**config.mk**
```make
export PLATFORM = sky130hd
export DESIGN_NAME = osc_entropy_collector
export DESIGN_NICKNAME = d
export VERILOG_FILES = /design/src/rtl/osc_entropy_collector.sv
export SDC_FILE = /design/constraint.sdc
export NUM_CORES = 1
export LEC_CHECK = 0
export CAP_MARGIN = 20
export CORE_ASPECT_RATIO = 0.5
export CORE_MARGIN = 3
export CORE_UTILIZATION = 60
export DETAILED_ROUTE_END_ITERATION = 16
export GPL_TIMING_DRIVEN = 0
export PLACE_DENSITY = 0.84
export REMOVE_ABC_BUFFERS = 1
export SYNTH_ARGS = -nofsm -noshare
export SYNTH_HDL_FRONTEND = slang
export SYNTH_SLANG_ARGS = --single-unit
```
**constraint.sdc**
```tcl
create_clock -name clk -period 5.65 [get_ports clk]
set_clock_uncertainty 0.15 [all_clocks]
set_input_delay 0.565 -clock clk [delete_from_list [all_inputs] [get_ports clk]]
set_output_delay 0.565 -clock clk [all_outputs]
set_load 0.02 [all_outputs]
```
**src/rtl/osc_entropy_collector.sv**
```systemverilog
// Samples the ring-oscillator noise bit, runs a repetition-count health test and packs bits into words.
// Define ENTROPY_VN_DEBIAS_EN to pair raw samples through a von Neumann debiaser before packing.
module osc_entropy_collector #(
    parameter int DATA_WIDTH = 32,
    parameter int SAMPLE_DIV = 16,
    parameter int REP_LIMIT  = 64
) (
    input  logic                  clk,
    input  logic                  reset_n,
    input  logic                  enable,
    input  logic                  noise_in,
    output logic [DATA_WIDTH-1:0] entropy_data,
    output logic                  entropy_valid,
    input  logic                  entropy_ack,
    output logic                  rep_alarm,
    input  logic                  alarm_clear
);
    localparam int DIV_W  = (SAMPLE_DIV > 1) ? $clog2(SAMPLE_DIV) : 1;
    localparam int BCNT_W = $clog2(DATA_WIDTH + 1);
    localparam int REP_W  = $clog2(REP_LIMIT + 1);
    localparam logic [DIV_W-1:0]  DIV_LAST  = DIV_W'(SAMPLE_DIV - 1);
    localparam logic [BCNT_W-1:0] BCNT_LAST = BCNT_W'(DATA_WIDTH - 1);
    localparam logic [REP_W-1:0]  REP_MAX   = REP_W'(REP_LIMIT);

    typedef enum logic {COLLECT = 1'b0, FULL = 1'b1} state_t;

    state_t                state_q, state_d;
    logic                  sync1_q, sync2_q;
    logic [DIV_W-1:0]      div_q, div_d;
    logic [BCNT_W-1:0]     bcnt_q, bcnt_d;
    logic [REP_W-1:0]      rep_q, rep_d;
    logic                  prev_q, prev_d;
    logic                  have_prev_q, have_prev_d;
    logic                  alarm_q, alarm_d;
    logic [DATA_WIDTH-1:0] shift_q, shift_d;
    logic [DATA_WIDTH-1:0] data_q, data_d;
    logic                  valid_q, valid_d;
`ifdef ENTROPY_VN_DEBIAS_EN
    logic                  pair_full_q, pair_full_d;
    logic                  pair_first_q, pair_first_d;
`endif

    logic             strobe;
    logic             trigger;
    logic             take;
    logic             acc;
    logic             acc_bit;
    logic [REP_W-1:0] rep_calc;

    always_comb begin
        state_d     = state_q;
        div_d       = div_q;
        bcnt_d      = bcnt_q;
        rep_d       = rep_q;
        prev_d      = prev_q;
        have_prev_d = have_prev_q;
        alarm_d     = alarm_q;
        shift_d     = shift_q;
        data_d      = data_q;
        valid_d     = valid_q;
        acc         = 1'b0;
        acc_bit     = 1'b0;
`ifdef ENTROPY_VN_DEBIAS_EN
        pair_full_d  = pair_full_q;
        pair_first_d = pair_first_q;
`endif

        strobe = enable && (div_q == DIV_LAST);
        if (have_prev_q && (sync2_q == prev_q))
            rep_calc = (rep_q == REP_MAX) ? REP_MAX : rep_q + 1'b1;
        else
            rep_calc = REP_W'(1);
        trigger = strobe && (rep_calc == REP_MAX);
        take    = strobe && !trigger && !alarm_q;

        if (!enable) begin
            div_d       = '0;
            bcnt_d      = '0;
            rep_d       = '0;
            have_prev_d = 1'b0;
`ifdef ENTROPY_VN_DEBIAS_EN
            pair_full_d = 1'b0;
`endif
        end else begin
            div_d = strobe ? '0 : div_q + 1'b1;
            if (strobe) begin
                rep_d       = rep_calc;
                prev_d      = sync2_q;
                have_prev_d = 1'b1;
            end
            if (trigger) begin
                alarm_d = 1'b1;
                bcnt_d  = '0;
`ifdef ENTROPY_VN_DEBIAS_EN
                pair_full_d = 1'b0;
`endif
            end
        end

`ifdef ENTROPY_VN_DEBIAS_EN
        // First sample of a pair is parked; the second decides: 10 -> 1, 01 -> 0, else nothing.
        if (take) begin
            if (!pair_full_q) begin
                pair_full_d  = 1'b1;
                pair_first_d = sync2_q;
            end else begin
                pair_full_d = 1'b0;
                acc         = (pair_first_q != sync2_q);
                acc_bit     = pair_first_q;
            end
        end
`else
        acc     = take;
        acc_bit = sync2_q;
`endif

        case (state_q)
            COLLECT: begin
                if (acc) begin
                    shift_d = {shift_q[DATA_WIDTH-2:0], acc_bit};
                    if (bcnt_q == BCNT_LAST) begin
                        data_d  = shift_d;
                        valid_d = 1'b1;
                        bcnt_d  = '0;
                        state_d = FULL;
                    end else begin
                        bcnt_d = bcnt_q + 1'b1;
                    end
                end
            end
            FULL: begin
                if (entropy_ack && valid_q) begin
                    valid_d = 1'b0;
                    state_d = COLLECT;
                end
            end
            default: state_d = COLLECT;
        endcase

        // Clearing the alarm takes priority over a trigger in the same cycle.
        if (alarm_clear) begin
            alarm_d = 1'b0;
            rep_d   = '0;
        end
    end

    always_ff @(posedge clk or negedge reset_n) begin
        if (!reset_n) begin
            state_q     <= COLLECT;
            sync1_q     <= 1'b0;
            sync2_q     <= 1'b0;
            div_q       <= '0;
            bcnt_q      <= '0;
            rep_q       <= '0;
            prev_q      <= 1'b0;
            have_prev_q <= 1'b0;
            alarm_q     <= 1'b0;
            shift_q     <= '0;
            data_q      <= '0;
            valid_q     <= 1'b0;
`ifdef ENTROPY_VN_DEBIAS_EN
            pair_full_q  <= 1'b0;
            pair_first_q <= 1'b0;
`endif
        end else begin
            state_q     <= state_d;
            sync1_q     <= noise_in;
            sync2_q     <= sync1_q;
            div_q       <= div_d;
            bcnt_q      <= bcnt_d;
            rep_q       <= rep_d;
            prev_q      <= prev_d;
            have_prev_q <= have_prev_d;
            alarm_q     <= alarm_d;
            shift_q     <= shift_d;
            data_q      <= data_d;
            valid_q     <= valid_d;
`ifdef ENTROPY_VN_DEBIAS_EN
            pair_full_q  <= pair_full_d;
            pair_first_q <= pair_first_d;
`endif
        end
    end

    assign entropy_data  = data_q;
    assign entropy_valid = valid_q;
    assign rep_alarm     = alarm_q;

endmodule

```
==> results of run 1 <==
==> layer usage <==
layer  part of all wire (%)  vias up  wire [um]  GRT usage (%)
li1                       -     1091          -              -
met2                     49       70       3260           35.2
met3                    5.4       17        361           7.56
met4                    2.4        0        161           9.48
met5                      0        -          0              0
met1                     44     1181       2930           25.1
==> placed cells by master, fill, tap and decap left out, types with 4 or more instances in the layout <==
cell / netlist / layout
a21oi_1: 7 / 7
and2_1: 5 / 5
clkbuf_16: 0 / 9
clkdlybuf4s50_1: 0 / 38
dfrtp_1: 87 / 87
ha_1: 4 / 4
mux2_1: 28 / 28
mux2_2: 37 / 37
nand2_1: 19 / 19
nand3_1: 11 / 11
nor2_1: 11 / 11
nor3_1: 6 / 6
o21ai_0: 13 / 13
or3_1: 4 / 4
==> worst max-delay path, stage by stage, from the launching register on <==
cell	delay, ps
dfrtp_1	460
ha_1	320
nand3_1	140
or3_1	350
a211o_1	370
o31ai_4	820
or2_2	800
mux2_2	410
==> state kept, by name, summed over array words and instances (netlist names), 4 cells and up <==
| signal | flops |
|---|---|
| shift_q | 31 |
| rep_q | 7 |
| bcnt_q | 6 |
| entropy_data | 32 |
| div_q | 4 |
==> layout make-up <==
class | count | area, um^2
Sequential cell | 87 | 2180
Multi-Input combinational cell | 179 | 1400
Timing Repair Buffer | 42 | 453
Clock inverter | 4 | 77.6
Inverter | 3 | 11.3
Fill cell | 324 | 1240
Tap cell | 73 | 91.3
Clock buffer | 12 | 256
==> power groups by stage <==
stage	registers, mW	logic (mW)	clock network (mW)
6_report	0.628	0.0242	0.647
5_1_grt	0.628	0.0275	0.690
4_1_cts	0.628	0.0252	0.656
3_5_place_dp	0.639	0.0247	0
3_3_place_gp	0.639	0.0220	0
2_1_floorplan	0.639	0.00423	0
==> cell families after synthesis <==
logic type | after synthesis | share of synthesized area (%)
flops | 87 | 59.2
simple gates | 71 | 9.63
mux | 65 | 19.9
compound gates | 36 | 6.50
buf+inv | 17 | 2.69
fa+ha+maj | 4 | 1.36
xor+xnor | 3 | 0.715
==> final timing paths <==
check                                startpoint                            to  slack, ps  cells past startpoint
setup / recovery           rep_q[1]$_DFFE_PN0P_   entropy_data[8]$_DFFE_PN0P_       1690                      7
hold / removal                sync1_q$_DFF_PN0_             acc_bit$_DFF_PN0_        200                      0
setup reg to reg           rep_q[1]$_DFFE_PN0P_   entropy_data[8]$_DFFE_PN0P_       1690                      7
hold reg to reg               sync1_q$_DFF_PN0_             acc_bit$_DFF_PN0_        200                      0
max in group asynchronous               reset_n  entropy_data[23]$_DFFE_PN0P_       4290                      3
min in group asynchronous               reset_n          rep_q[3]$_DFFE_PN0P_        470                      2
==> stage by stage <==
step                      instance area [um^2]  hold slack (ps)  power [mW]
final                                     4470              204        1.30
after floorplan                           3590              119       0.643
after global placement                    4070              183       0.661
after CTS                                 4470              208        1.31
after detailed placement                  4120              186       0.664
after global routing                      4470              217        1.35
==> run_results.csv, run 1 <==
group,metric,value,unit
die,num_io_pins,40,
synth,yosys_warnings,0,
clock_tree,clk_latency,340,ps
power,power_frac_seq,48.3,%
power,powerDensity,291,nW/um^2
routing,routed_wl,6.72,mm
die,initial_core_util,64.5,%
timing,tightest_slew,945,ps
final_layout,final_util,78.3,%
final_layout,drive_gt1_share,17.7,%
final_layout,nets,332,
worst_setup_path,crit_fanout,34,
die,die_h,61.4,um
clock_tree,post_cts_resized,0,
final_layout,stdcell_count,400,
power,ir_drop,0.264,mV
routing,drcViolationCount,0,
worst_setup_path,cp-end-kind,"flip-flop",
min_path,hp-class,"reg -> reg",
placement,portBuffers,39,
run_status,status,"complete, no violations",
routing,drt_iter0_markers,147,
final_layout,antenna_cells,0,
timing,fmax,253,MHz
clock_tree,clk_path_buf_depth,2,
clock_tree,cts-buffers-inserted,9,
clock_tree,ctsHoldBuffers,1,
worst_setup_path,critPathKind,"reg -> reg",
clock_tree,clk_pin_slew,60,ps
power,p_sw,253,uW
routing,viasPerCell,5.90,
timing,worst_slack,1690,ps
global_route,antenna_found_initial,0,
synth,synth_common_cells,"dfrtp_1, mux2_2, mux2_1, nand2_1, o21ai_0",
global_route,grt_first_pass_wirelength,11.2,mm
die,coreArea,5710,um^2
clock_tree,root_buffer,"clkbuf_16",
synth,synth.distinct_cells,40,
synth,synth_top_area_share,59.2,%
global_route,globalRouteTotalUtil,21.0,%
routing,ant_nets,0,
clock_tree,cts_sinks,87,
synth,synth-main-ff-cell,"dfrtp_1",
power,switching_share,19.5,%
placement,gp_congestion,0.745,
power,clockPowerShare,49.8,%
worst_setup_path,required,5720,ps
placement,place_ws,1740,ps
synth,async_flop_share,100,%
timing,slew_headroom,37.0,%
synth,ys_top_cells_by_area,"dfrtp_1, mux2_2, mux2_1",
synth,synth.most_common_cell,"dfrtp_1",
clock_tree,cts_tree,"done",
power,p_leak,2.16,nW
timing,finalHoldViolations,0,
synth,synth-edff-count,0,
die,die_w,117,um
clock_tree,cts_setup_buffers,0,
timing,setup_violations,0,
global_route,grt_max_degree,77,
timing,fin_crit_sh,70.0,%
placement,dp_hpwl,4.14,mm
synth,syn-cell-area,3680,um^2
synth,syn_avg_cell_area,13.0,um^2
routing,firstDrtPassIters,5,
timing,final-max-slew-violation-count,0,
synth,ys_seq_area_share,59.2,%
power,pwr-share-comb,1.9,%
timing,grt_setup_unrepaired,"no",
clock_tree,htree_num_levels,3,
timing,period_minus_slack,3960,ps
synth,synth_top_area_cell,"dfrtp_1",
global_route,grt_pass1_vias,2362,
die,fp-row-count,19,
global_route,grt.overflow.total,0,
synth,synth_seq_cells,87,
synth,netlist_instances,283,
worst_setup_path,critical_path_arrival,4030,ps
flow_run,cap_violations,0,
power,intPower,1.05,mW
routing,post_drt_wl_per_cell,16.8,um
timing,tns,0,ps
worst_setup_path,worstSetupStartpointType,"flip-flop",
final_layout,area_growth,21.5,%
routing,vias,2359,
placement,place_inst,383,
die,dieArea,7160,um^2
(Power assumes the default switching activity.)
==> inputs of run 2 (changes only) <==
--- a/config.mk
+++ b/config.mk
@@ -8,10 +8,10 @@
 export CAP_MARGIN = 20
 export CORE_ASPECT_RATIO = 0.5
 export CORE_MARGIN = 3
-export CORE_UTILIZATION = 60
+export CORE_UTILIZATION = 56
 export DETAILED_ROUTE_END_ITERATION = 16
 export GPL_TIMING_DRIVEN = 0
-export PLACE_DENSITY = 0.84
+export PLACE_DENSITY = 0.79
 export REMOVE_ABC_BUFFERS = 1
 export SYNTH_ARGS = -nofsm -noshare
 export SYNTH_HDL_FRONTEND = slang
==> constraint.sdc (replaced) <==
create_clock -name clk -period 4 [get_ports clk]
set_clock_uncertainty 0.15 [all_clocks]
set_input_delay 0.4 -clock clk [delete_from_list [all_inputs] [get_ports clk]]
set_output_delay 0.4 -clock clk [all_outputs]
set_load 0.02 [all_outputs]
==> run 2 against run 1 <==
Against the previous run: clock power rose by 21%; final cell count grew 3.8%; count of clock-buffer cells in the layout did not move; hold slack improved by 3.0 ps; flip-flop and latch count is the same; sequential share of layout area increased by 0.43 points; non-clock buffer count stayed put; first-iteration DRC count increased by 60%; via count shrank 3.3%; wire length down 3.4%; largest cell class unchanged.
==> run_results.csv, run 2 (synthesis gave the netlist of run 1 again) <==
group,metric,value,unit
clock_tree,clk_path_buf_depth,2,
placement,portBuffers,39,
final_layout,largest_reg_flops,32,
final_layout,most-common-layout-cells,"dfrtp_1, clkdlybuf4s50_1, mux2_2, mux2_1, nand2_1",
timing,timing.hold.ws,207,ps
placement,dp_hpwl,4.30,mm
timing,final-max-slew-violation-count,0,
routing,drcViolationCount,0,
worst_setup_path,required,4070,ps
final_layout,final_common_cell,"dfrtp_1",
global_route,antenna_found_initial,0,
global_route,globalRouteTotalUtil,19.4,%
worst_setup_path,critPathBufInv,1,
power,p_leak,2.13,nW
die,coreArea,6210,um^2
clock_tree,cts_tree,"done",
final_layout,drive_gt1_share,17.7,%
power,powerDensity,385,nW/um^2
die,fp-row-count,20,
global_route,grt_max_degree,77,
worst_setup_path,crit_path_max_incr_delay,710,ps
worst_setup_path,cp_slowest_cell,"o31ai_4",
timing,setup_violations,0,
global_route,grt.overflow.total,0,
worst_setup_path,worstSetupStartpointType,"flip-flop",
worst_setup_path,critical_path_arrival,3900,ps
clock_tree,cts-buffers-inserted,9,
timing,grt_setup_unrepaired,"no",
final_layout,fillers,430,
routing,vias,2281,
worst_setup_path,critPathKind,"reg -> reg",
global_route,grt_pass1_vias,2400,
die,die_w,121,um
routing,routed_wl,6.49,mm
timing,tightest_slew,863,ps
timing,tns,0,ps
min_path,hp-class,"reg -> reg",
die,initial_core_util,59.3,%
die,dieArea,7630,um^2
die,num_io_pins,40,
clock_tree,clk_pin_slew,60,ps
placement,place_area,4130,um^2
routing,post_drt_wl_per_cell,15.6,um
worst_setup_path,crit_fanout,34,
routing,firstDrtPassIters,4,
clock_tree,root_buffer,"clkbuf_16",
placement,gp_congestion,0.874,
worst_setup_path,cp_cell_sequence,"ha_1 > nand3_1 > or3_1 > a211o_1 > o31ai_4 > buf_8 > or2_4 > mux2_2",
timing,slew_headroom,42.4,%
worst_setup_path,cp-end-kind,"flip-flop",
timing,period_minus_slack,3830,ps
final_layout,antenna_cells,0,
final_layout,finalInstanceArea,4430,um^2
die,die_h,63.3,um
worst_setup_path,critPathTopFamily,"compound AO/OA/AOI/OAI gates",
clock_tree,clk_latency,340,ps
global_route,grt_first_pass_wirelength,11.6,mm
flow_run,cap_violations,0,
final_layout,nets,332,
routing,drt_iter0_markers,235,
power,ir_drop,0.258,mV
routing,ant_nets,0,
timing,fmax,261,MHz
clock_tree,cts_sinks,87,
clock_tree,htree_num_levels,3,
routing,viasPerCell,5.50,
final_layout,area_growth,20.4,%
power,total_power,1.71,mW
timing,fin_crit_sh,95.7,%
run_status,status,"complete, no violations",
timing,finalHoldViolations,0,
==> run 2: changes by cell type in the layout (fill, tap and decap cells not counted), sizes merged <==
cell	before	now
bufinv	2	0
clkinv	2	3
clkinvlp	0	1
==> run 2: metal layers <==
metal | track usage (%) | routed length, um | vias up
li1 | - | - | 1091
met1 | 23.7 | 2850 | 1123
met2 | 31.6 | 3200 | 56
met3 | 7.80 | 334 | 11
met4 | 6.21 | 96 | 0
met5 | 0 | 0 | -
==> run 2: final cells by class <==
class | count | area [um^2] | area share, %
multi-input cells | 179 | 1400 | 31.7
well taps | 88 | 110 | 2.49
repair buffers | 42 | 440 | 9.94
inverters | 3 | 11.3 | 0.254
clock inverters | 4 | 30.0 | 0.678
flip-flops and latches | 87 | 2180 | 49.2
clock buffers | 12 | 256 | 5.79
==> run 2: report_power, final <==
part	switching [mW]	internal, mW	total, mW
logic	0.0234	0.0114	0.0348
registers	0.00356	0.884	0.887
clock network	0.328	0.455	0.783
==> run 2: worst register-to-register path: stages, from the launching register on <==
cell	delay (ps)
dfrtp_1	450
ha_1	330
nand3_1	170
or3_1	370
a211o_1	370
o31ai_4	720
buf_8	280
or2_4	460
mux2_2	420
==> run 2: path summary, 6_finish.rpt <==
kind	startpoint	end	slack (ps)	cells after the start
max in group asynchronous	reset_n	entropy_data[9]$_DFFE_PN0P_	2810	3
min in group asynchronous	reset_n	rep_q[4]$_DFFE_PN0P_	300	2
max reg2reg	rep_q[1]$_DFFE_PN0P_	entropy_data[6]$_DFFE_PN0P_	170	8
min reg2reg	sync1_q$_DFF_PN0_	acc_bit$_DFF_PN0_	210	0
max	rep_q[1]$_DFFE_PN0P_	entropy_data[6]$_DFFE_PN0P_	170	8
min	sync1_q$_DFF_PN0_	acc_bit$_DFF_PN0_	210	0
==> run 2: through the flow <==
| step | setup slack, ps | std cells | utilization (%) |
|---|---|---|---|
| CTS | 158 | 415 | 71.4 |
| finish | 171 | 415 | 71.4 |
| floorplan | -29.5 | 269 | - |
| detailed placement | -48.0 | 398 | 66.6 |
| global route | 10.3 | 415 | 71.4 |
| global placement | -797 | 396 | 65.9 |
==> run 2: what timing repair did <==
item	4_1_cts	5_1_grt
hold endpoints to repair	11	0
hold buffers	1	0
resized for setup	1	0
pin swaps	0	1
setup buffers	0	0
setup endpoints to repair	32	31
==> inputs of run 3 (changes only) <==
==> constraint.sdc (replaced) <==
create_clock -name clk -period 4 [get_ports clk]
set_clock_uncertainty 0.15 [all_clocks]
set_input_delay 0.4 -clock clk [delete_from_list [all_inputs] [get_ports clk]]
set_output_delay 0.4 -clock clk [all_outputs]
set_load 0.01 [all_outputs]
==> results of run 3 <==
The final DEF is identical to that of run 2; final timing and power are the same.
